**config.mk**
```make
export PLATFORM = sky130hd
export DESIGN_NAME = carfield_ext_addr_demux
export DESIGN_NICKNAME = d
export VERILOG_FILES = /design/src/rtl/carfield_pkg.sv /design/src/rtl/carfield_ext_demux_order_fifo.sv /design/src/rtl/carfield_ext_addr_demux.sv
export SDC_FILE = /design/constraint.sdc
export NUM_CORES = 1
export LEC_CHECK = 0
export ABC_CLOCK_PERIOD_IN_PS = 5190
export CORE_AREA = 3 3 227 229
export DETAILED_ROUTE_END_ITERATION = 8
export DIE_AREA = 0 0 230 232
export PLACE_DENSITY = 0.41
export SETUP_SLACK_MARGIN = 0.05
export SYNTH_ARGS = -nofsm -noshare
export SYNTH_HDL_FRONTEND = slang
export SYNTH_SLANG_ARGS = --single-unit
```
**constraint.sdc**
```tcl
create_clock -name clk_i -period 5.19 [get_ports clk_i]
set_clock_uncertainty 0.2 [all_clocks]
set_input_delay 0.7785 -clock clk_i [delete_from_list [all_inputs] [get_ports clk_i]]
set_output_delay 0.7785 -clock clk_i [all_outputs]
set_load 0.02 [all_outputs]
```
**src/rtl/carfield_pkg.sv**
```systemverilog
// Shared definitions for the Carfield external address demux: downstream
// port indices, response codes, address map and the outstanding-txn default.
package carfield_pkg;

  typedef enum logic [2:0] {
    SlvL2Port1      = 3'd0,
    SlvL2Port2      = 3'd1,
    SlvSafetyIsland = 3'd2,
    SlvIntCluster   = 3'd3,
    SlvErr          = 3'd4
  } slv_idx_e;

  typedef enum logic [1:0] {
    RespOkay   = 2'd0,
    RespExOkay = 2'd1,
    RespSlvErr = 2'd2,
    RespDecErr = 2'd3
  } resp_e;

  localparam int unsigned NumRegions     = 4;
  localparam int unsigned MaxTxnsDefault = 8;

  localparam logic [63:0] L2Port1Base      = 64'h0000_0000_7800_0000;
  localparam logic [63:0] L2Port2Base      = 64'h0000_0000_7820_0000;
  localparam logic [63:0] L2PortSize       = 64'h0000_0000_0020_0000;
  localparam logic [63:0] SafetyIslandBase = 64'h0000_0000_6000_0000;
  localparam logic [63:0] IntClusterBase   = 64'h0000_0000_5000_0000;
  localparam logic [63:0] IslandSize       = 64'h0000_0000_0080_0000;

  // True when addr falls in [Base, Base+Size) of region idx; unknown indices never hit.
  function automatic logic region_hit(input logic [63:0] addr, input int unsigned idx);
    logic [63:0] base;
    logic [63:0] size;
    logic        known;
    base  = '0;
    size  = '0;
    known = 1'b1;
    case (idx)
      int'(SlvL2Port1):      begin base = L2Port1Base;      size = L2PortSize; end
      int'(SlvL2Port2):      begin base = L2Port2Base;      size = L2PortSize; end
      int'(SlvSafetyIsland): begin base = SafetyIslandBase; size = IslandSize; end
      int'(SlvIntCluster):   begin base = IntClusterBase;   size = IslandSize; end
      default:               known = 1'b0;
    endcase
    return known && (addr >= base) && (addr < base + size);
  endfunction

endpackage

```
**src/rtl/carfield_ext_demux_order_fifo.sv**
```systemverilog
// Order FIFO for the external demux: remembers {target, id} per accepted
// request so responses are returned in acceptance order. Depth must be a
// power of two (>= 2); pointers carry one wrap bit to tell full from empty.
module carfield_ext_demux_order_fifo #(
  parameter int unsigned Width = 5,
  parameter int unsigned Depth = 8
) (
  input  logic             clk,
  input  logic             rst,
  input  logic             push,
  input  logic [Width-1:0] wdata,
  input  logic             pop,
  output logic [Width-1:0] rdata,
  output logic             full,
  output logic             empty
);

  localparam int unsigned PtrW = $clog2(Depth);

  logic [Width-1:0] mem [Depth];
  logic [PtrW:0]    wptr;
  logic [PtrW:0]    rptr;

  assign empty = (wptr == rptr);
  assign full  = (wptr[PtrW] != rptr[PtrW]) && (wptr[PtrW-1:0] == rptr[PtrW-1:0]);
  assign rdata = mem[rptr[PtrW-1:0]];

  // Storage write; blocked when full so a stalled push cannot clobber the head.
  always_ff @(posedge clk) begin
    if (push && !full) begin
      mem[wptr[PtrW-1:0]] <= wdata;
    end
  end

  // Read/write pointers, cleared by reset.
  always_ff @(posedge clk) begin
    if (rst) begin
      wptr <= '0;
      rptr <= '0;
    end else begin
      if (push && !full) wptr <= wptr + 1'b1;
      if (pop && !empty) rptr <= rptr + 1'b1;
    end
  end

endmodule

```
**src/rtl/carfield_ext_addr_demux.sv**
```systemverilog
// Carfield external address demux: routes one upstream request stream to
// NumSlv downstream ports by address, answers unmapped addresses with DECERR
// and returns responses in acceptance order.
// Optional feature macro: CARFIELD_EXT_DEMUX_DECERR_CNT_EN adds a saturating
// decode-error counter and last-error-address outputs.
module carfield_ext_addr_demux
  import carfield_pkg::*;
#(
  parameter int unsigned AddrWidth = 48,
  parameter int unsigned DataWidth = 64,
  parameter int unsigned IdWidth   = 2,
  parameter int unsigned NumSlv    = 4,
  parameter int unsigned MaxTxns   = MaxTxnsDefault
) (
  input  logic                        clk_i,
  input  logic                        rst_i,
  input  logic                        req_valid_i,
  output logic                        req_ready_o,
  input  logic [AddrWidth-1:0]        req_addr_i,
  input  logic                        req_write_i,
  input  logic [DataWidth-1:0]        req_wdata_i,
  input  logic [IdWidth-1:0]          req_id_i,
  output logic [NumSlv-1:0]           slv_req_valid_o,
  input  logic [NumSlv-1:0]           slv_req_ready_i,
  output logic [AddrWidth-1:0]        slv_req_addr_o,
  output logic                        slv_req_write_o,
  output logic [DataWidth-1:0]        slv_req_wdata_o,
  input  logic [NumSlv-1:0]           slv_rsp_valid_i,
  output logic [NumSlv-1:0]           slv_rsp_ready_o,
  input  logic [NumSlv*DataWidth-1:0] slv_rsp_rdata_i,
  input  logic [NumSlv-1:0]           slv_rsp_err_i,
  output logic                        rsp_valid_o,
  input  logic                        rsp_ready_i,
  output logic [DataWidth-1:0]        rsp_rdata_o,
  output logic [1:0]                  rsp_resp_o,
  output logic [IdWidth-1:0]          rsp_id_o
`ifdef CARFIELD_EXT_DEMUX_DECERR_CNT_EN
  ,
  output logic [15:0]                 decerr_cnt_o,
  output logic [AddrWidth-1:0]        decerr_addr_o
`endif
);

  localparam int unsigned    TgtW   = $clog2(NumSlv + 1);
  localparam int unsigned    EntryW = TgtW + IdWidth;
  localparam logic [TgtW-1:0] TgtErr = TgtW'(NumSlv);

  logic              rst_q;
  logic              block;
  logic [63:0]       addr_ext;
  logic [TgtW-1:0]   target;
  logic              found;
  logic              tgt_ready;
  logic              full;
  logic              empty;
  logic              push;
  logic              pop;
  logic [EntryW-1:0] head;
  logic [TgtW-1:0]   head_tgt;

  // Remembers reset for one extra cycle so handshakes stay quiet right after release.
  always_ff @(posedge clk_i) begin
    rst_q <= rst_i;
  end

  assign block    = rst_i | rst_q;
  assign addr_ext = 64'(req_addr_i);

  // Address decode: lowest matching region index wins, no match targets ERR.
  always_comb begin
    target = TgtErr;
    found  = 1'b0;
    for (int unsigned i = 0; i < NumSlv; i++) begin
      if (!found && region_hit(addr_ext, i)) begin
        found  = 1'b1;
        target = TgtW'(i);
      end
    end
  end

  // Request steering: a full order FIFO stalls everything, even when a pop is pending.
  always_comb begin
    slv_req_valid_o = '0;
    tgt_ready       = 1'b0;
    for (int unsigned i = 0; i < NumSlv; i++) begin
      if (target == TgtW'(i)) begin
        tgt_ready          = slv_req_ready_i[i];
        slv_req_valid_o[i] = req_valid_i && !full && !block;
      end
    end
    if (target == TgtErr) tgt_ready = 1'b1;
    req_ready_o = !full && !block && tgt_ready;
  end

  assign push            = req_valid_i && req_ready_o;
  assign slv_req_addr_o  = req_addr_i;
  assign slv_req_write_o = req_write_i;
  assign slv_req_wdata_o = req_wdata_i;

  carfield_ext_demux_order_fifo #(
    .Width (EntryW),
    .Depth (MaxTxns)
  ) i_order_fifo (
    .clk   (clk_i),
    .rst   (rst_i),
    .push  (push),
    .wdata ({target, req_id_i}),
    .pop   (pop),
    .rdata (head),
    .full  (full),
    .empty (empty)
  );

  assign head_tgt = head[EntryW-1:IdWidth];
  assign rsp_id_o = head[IdWidth-1:0];

  // Response path: only the FIFO head target may hand back a response.
  always_comb begin
    rsp_valid_o     = 1'b0;
    slv_rsp_ready_o = '0;
    rsp_rdata_o     = '0;
    rsp_resp_o      = RespOkay;
    if (!empty && !block) begin
      if (head_tgt == TgtErr) begin
        rsp_valid_o = 1'b1;
        rsp_resp_o  = RespDecErr;
      end else begin
        for (int unsigned i = 0; i < NumSlv; i++) begin
          if (head_tgt == TgtW'(i)) begin
            rsp_valid_o        = slv_rsp_valid_i[i];
            slv_rsp_ready_o[i] = rsp_ready_i;
            rsp_rdata_o        = slv_rsp_rdata_i[i*DataWidth +: DataWidth];
            rsp_resp_o         = slv_rsp_err_i[i] ? RespSlvErr : RespOkay;
          end
        end
      end
    end
  end

  assign pop = rsp_valid_o && rsp_ready_i;

`ifdef CARFIELD_EXT_DEMUX_DECERR_CNT_EN
  // Decode-error statistics: saturating count and address of the latest ERR acceptance.
  always_ff @(posedge clk_i) begin
    if (rst_i) begin
      decerr_cnt_o  <= '0;
      decerr_addr_o <= '0;
    end else if (push && (target == TgtErr)) begin
      if (decerr_cnt_o != '1) decerr_cnt_o <= decerr_cnt_o + 16'd1;
      decerr_addr_o <= req_addr_i;
    end
  end
`endif

endmodule

```
==> key figures <==
Timing
  – Fmax: 216 MHz
  – Post-route clock period utilization: 0.893
  – # setup viols final: 0
  – Setup TNS: 0 ps
  – RSZ-0062 raised after global routing: no
  – Final-report hold violation count: 0
  – Final Critical Period: about 4600 ps
  – Slew Limit Fails: 0
  – Worst-Margin Slew: around 900 ps
  – Slew margin rel.: 0.410

Yosys
  – Adder-cell share of the synthesized area: 0.00474
  – Post-synthesis compound-gate area fraction: 0.181
  – Prevailing post-synth register cell: edfxtp_1
  – Synth area leader: edfxtp_1
  – Count of flip-flops with a built-in enable after synthesis: 40
  – Synth Area in Simple Gates: 0.133
  – Mapped Nets: slightly below 1000
  – Most frequent cells after synthesis: buf_4 (118), nand2_1 (76), mux2i_1 (74), edfxtp_1 (40), a221oi_1 (34)
  – Post-Syn Area: approximately 0.0053 mm²
  – Post-synthesis mux area share: 0.199
  – Synth top area share: 0.228
  – Asr flop ratio synth: 0
  – Yosys warning total: 0
  – Post-Syn Area per Cell: 9.10 µm²
  – Largest family of logic cells by synthesized area: buffers and inverters
  – Synth Area in XOR/XNOR: 0.00830
  – Top-count cell post-synth: buf_4
  – Syn Inst Count: between 500 and 600
  – Post-synthesis sequential area ratio: 0.273
  – Synth area leaders: edfxtp_1 (23%), buf_4 (17%), mux2i_1 (14%)
  – Post-synth cell types: 59
  – Yosys reg bits: 52

Clock network
  – Worst-Skew Late Latency: roughly 280 ps
  – CTS buffer count: 5
  – Clk root buf: clkbuf_16
  – Post-CTS Resized: 0
  – Hold Buf Count CTS: 0
  – Sink Count: 52
  – CTS tree: done
  – Post-CTS setup buffers: 0
  – Clk buf depth: 2
  – H-tree levels: 2
  – CTS clock-pin slew for the worst setup and hold paths: roughly 60 ps

Critical path
  – Crit. End Element: output port
  – Crit path arrival time: around 3700 ps
  – Req. time, crit path: 4210 ps
  – Crit path kind: flop to output port
  – CP max FO: 37
  – Crit path launch type: flop

Layout
  – Area growth, synth to finish: 80.5%
  – Layout Nets: 1249
  – Ant. Diodes: 0
  – Filler instances: 5607
  – Layout cells sized above 1: 0.0743

Pwr
  – Clk pwr share: 0.263
  – Comb power frac: 0.366
  – Internal power: around 0.9 mW
  – Leak: roughly 3.2 nW
  – Total power: 1.21 mW
  – VDD IR max: ~0.11 mV
  – Switch share: 0.255
  – Sequential power share: 0.371
  – Areal power density over the cells: 127 mW/mm²
  – Psw: 0.309 mW

Drt
  – Routed WL: 32200 µm
  – First DRT Iteration DRCs: approximately 230
  – Drt pass-1 iters: 5
  – DR DRC count: 0
  – Via density: 3.78
  – WL/cell: ~21 µm
  – Residual antenna-violating net count after detailed routing: 0
  – DR vias: around 5800

Floorplan
  – Die area: between 0.05 and 0.06 mm²
  – Row Count: slightly above 80
  – Initial core utilization: 0.106
  – Top Ports: 578
  – DIE WIDTH: roughly 230 µm
  – Core Footprint: between 0.04 and 0.05 mm²
  – Die Y-Extent: 232 µm

GRT
  – First-pass GRT wire length: around 44000 µm
  – Largest net degree at the start of global routing: 38
  – Overall Global Routing Usage: 0.113
  – Initial antenna violation count: 0
  – Number of global-route vias before repair: between 6000 and 7000
  – Total congestion overflow: 0

Placement
  – Post-DP HPWL: approximately 27000 µm
  – IO buf count: about 410
  – Placer Congestion: roughly 0.8

Status
  – Status: complete, no violations

Flow run
  – Max_cap viols: 0

Min path
  – Worst hold path type: flop to flop
## cells in the final DEF (no fill, tap or decap), types with 6 or more instances in the layout
cell type,n
nand2_1,76
o211ai_1,6
buf_4,26
dfxtp_1,12
mux2i_1,73
nor2_1,9
mux4_2,10
o221ai_1,29
clkdlybuf4s50_1,400
nand3_1,7
a31oi_1,30
edfxtp_1,40
a221oi_1,34
nor3_1,13
nand2b_1,7
## metal layers
layer | global-route usage | up-vias | wire length, µm
li1 | - | 2668 | -
met1 | 0.133 | 2770 | 12700
met2 | 0.201 | 292 | 16200
met3 | 0.0292 | 64 | 2340
met4 | 0.0331 | 0 | 926
met5 | 0 | - | 0
## power by group through the flow
stage | Combinational, mW | Clock, mW | Sequential [mW]
floorplan | 0.230 | 0 | 0.457
global placement | 0.448 | 0 | 0.458
detailed placement | 0.448 | 0 | 0.458
CTS | 0.451 | 0.327 | 0.449
global route | 0.472 | 0.344 | 0.449
finish | 0.443 | 0.317 | 0.449
## final timing paths
kind / start / end / slack (ps) / cells after the start
setup reg to reg: flop / flop / 2120 / 7
setup / recovery: flop / rsp_rdata_o[53] / 550 / 7
hold reg to reg: i_order_fifo.wptr[3] / i_order_fifo.wptr[3] / 310 / 1
hold / removal: i_order_fifo.wptr[3] / i_order_fifo.wptr[3] / 310 / 1
## layout make-up
| type | count | area [µm²] | area share |
|---|---|---|---|
| repair buffers | 430 | 4280 | 0.449 |
| multi-input cells | 368 | 2810 | 0.295 |
| flip-flops and latches | 52 | 1440 | 0.151 |
| well taps | 672 | 841 | 0.0883 |
| clock buffers | 6 | 129 | 0.0135 |
| clock inverters | 2 | 16.3 | 0.00171 |
| inverters | 3 | 11.3 | 0.00118 |
## state kept, by name (all words and copies together), names as in the netlist, named ones only
register and flops:
i_order_fifo.wptr 4, rst_q 1, i_order_fifo.mem 40, i_order_fifo.rptr 4
## stage by stage
stage	setup WS, ps	utilization	cell area (µm²)	hold WS [ps]	cells
CTS	484	0.191	9520	310	1533
global route	332	0.191	9520	335	1533
floorplan	1850	-	5280	271	580
detailed placement	625	0.188	9380	295	1525
finish	553	0.191	9520	308	1533
global placement	565	0.188	9380	281	1525
## critical path, stage by stage (launching register included)
cell,delay [ps]
dfxtp_1,460
buf_4,240
mux4_2,550
mux2i_2,400
nand2_2,70
buf_4,290
a221oi_1,590
clkdlybuf4s50_1,750
## cell families after synthesis
group,Yosys count
XOR/XNOR,5
flip-flops,52
multiplexers,91
buffers and inverters,160
AO/OA/AOI/OAI,124
AND/OR/NAND/NOR,146
adder cells (fa/ha/maj),2
(Power assumes the default switching activity.)
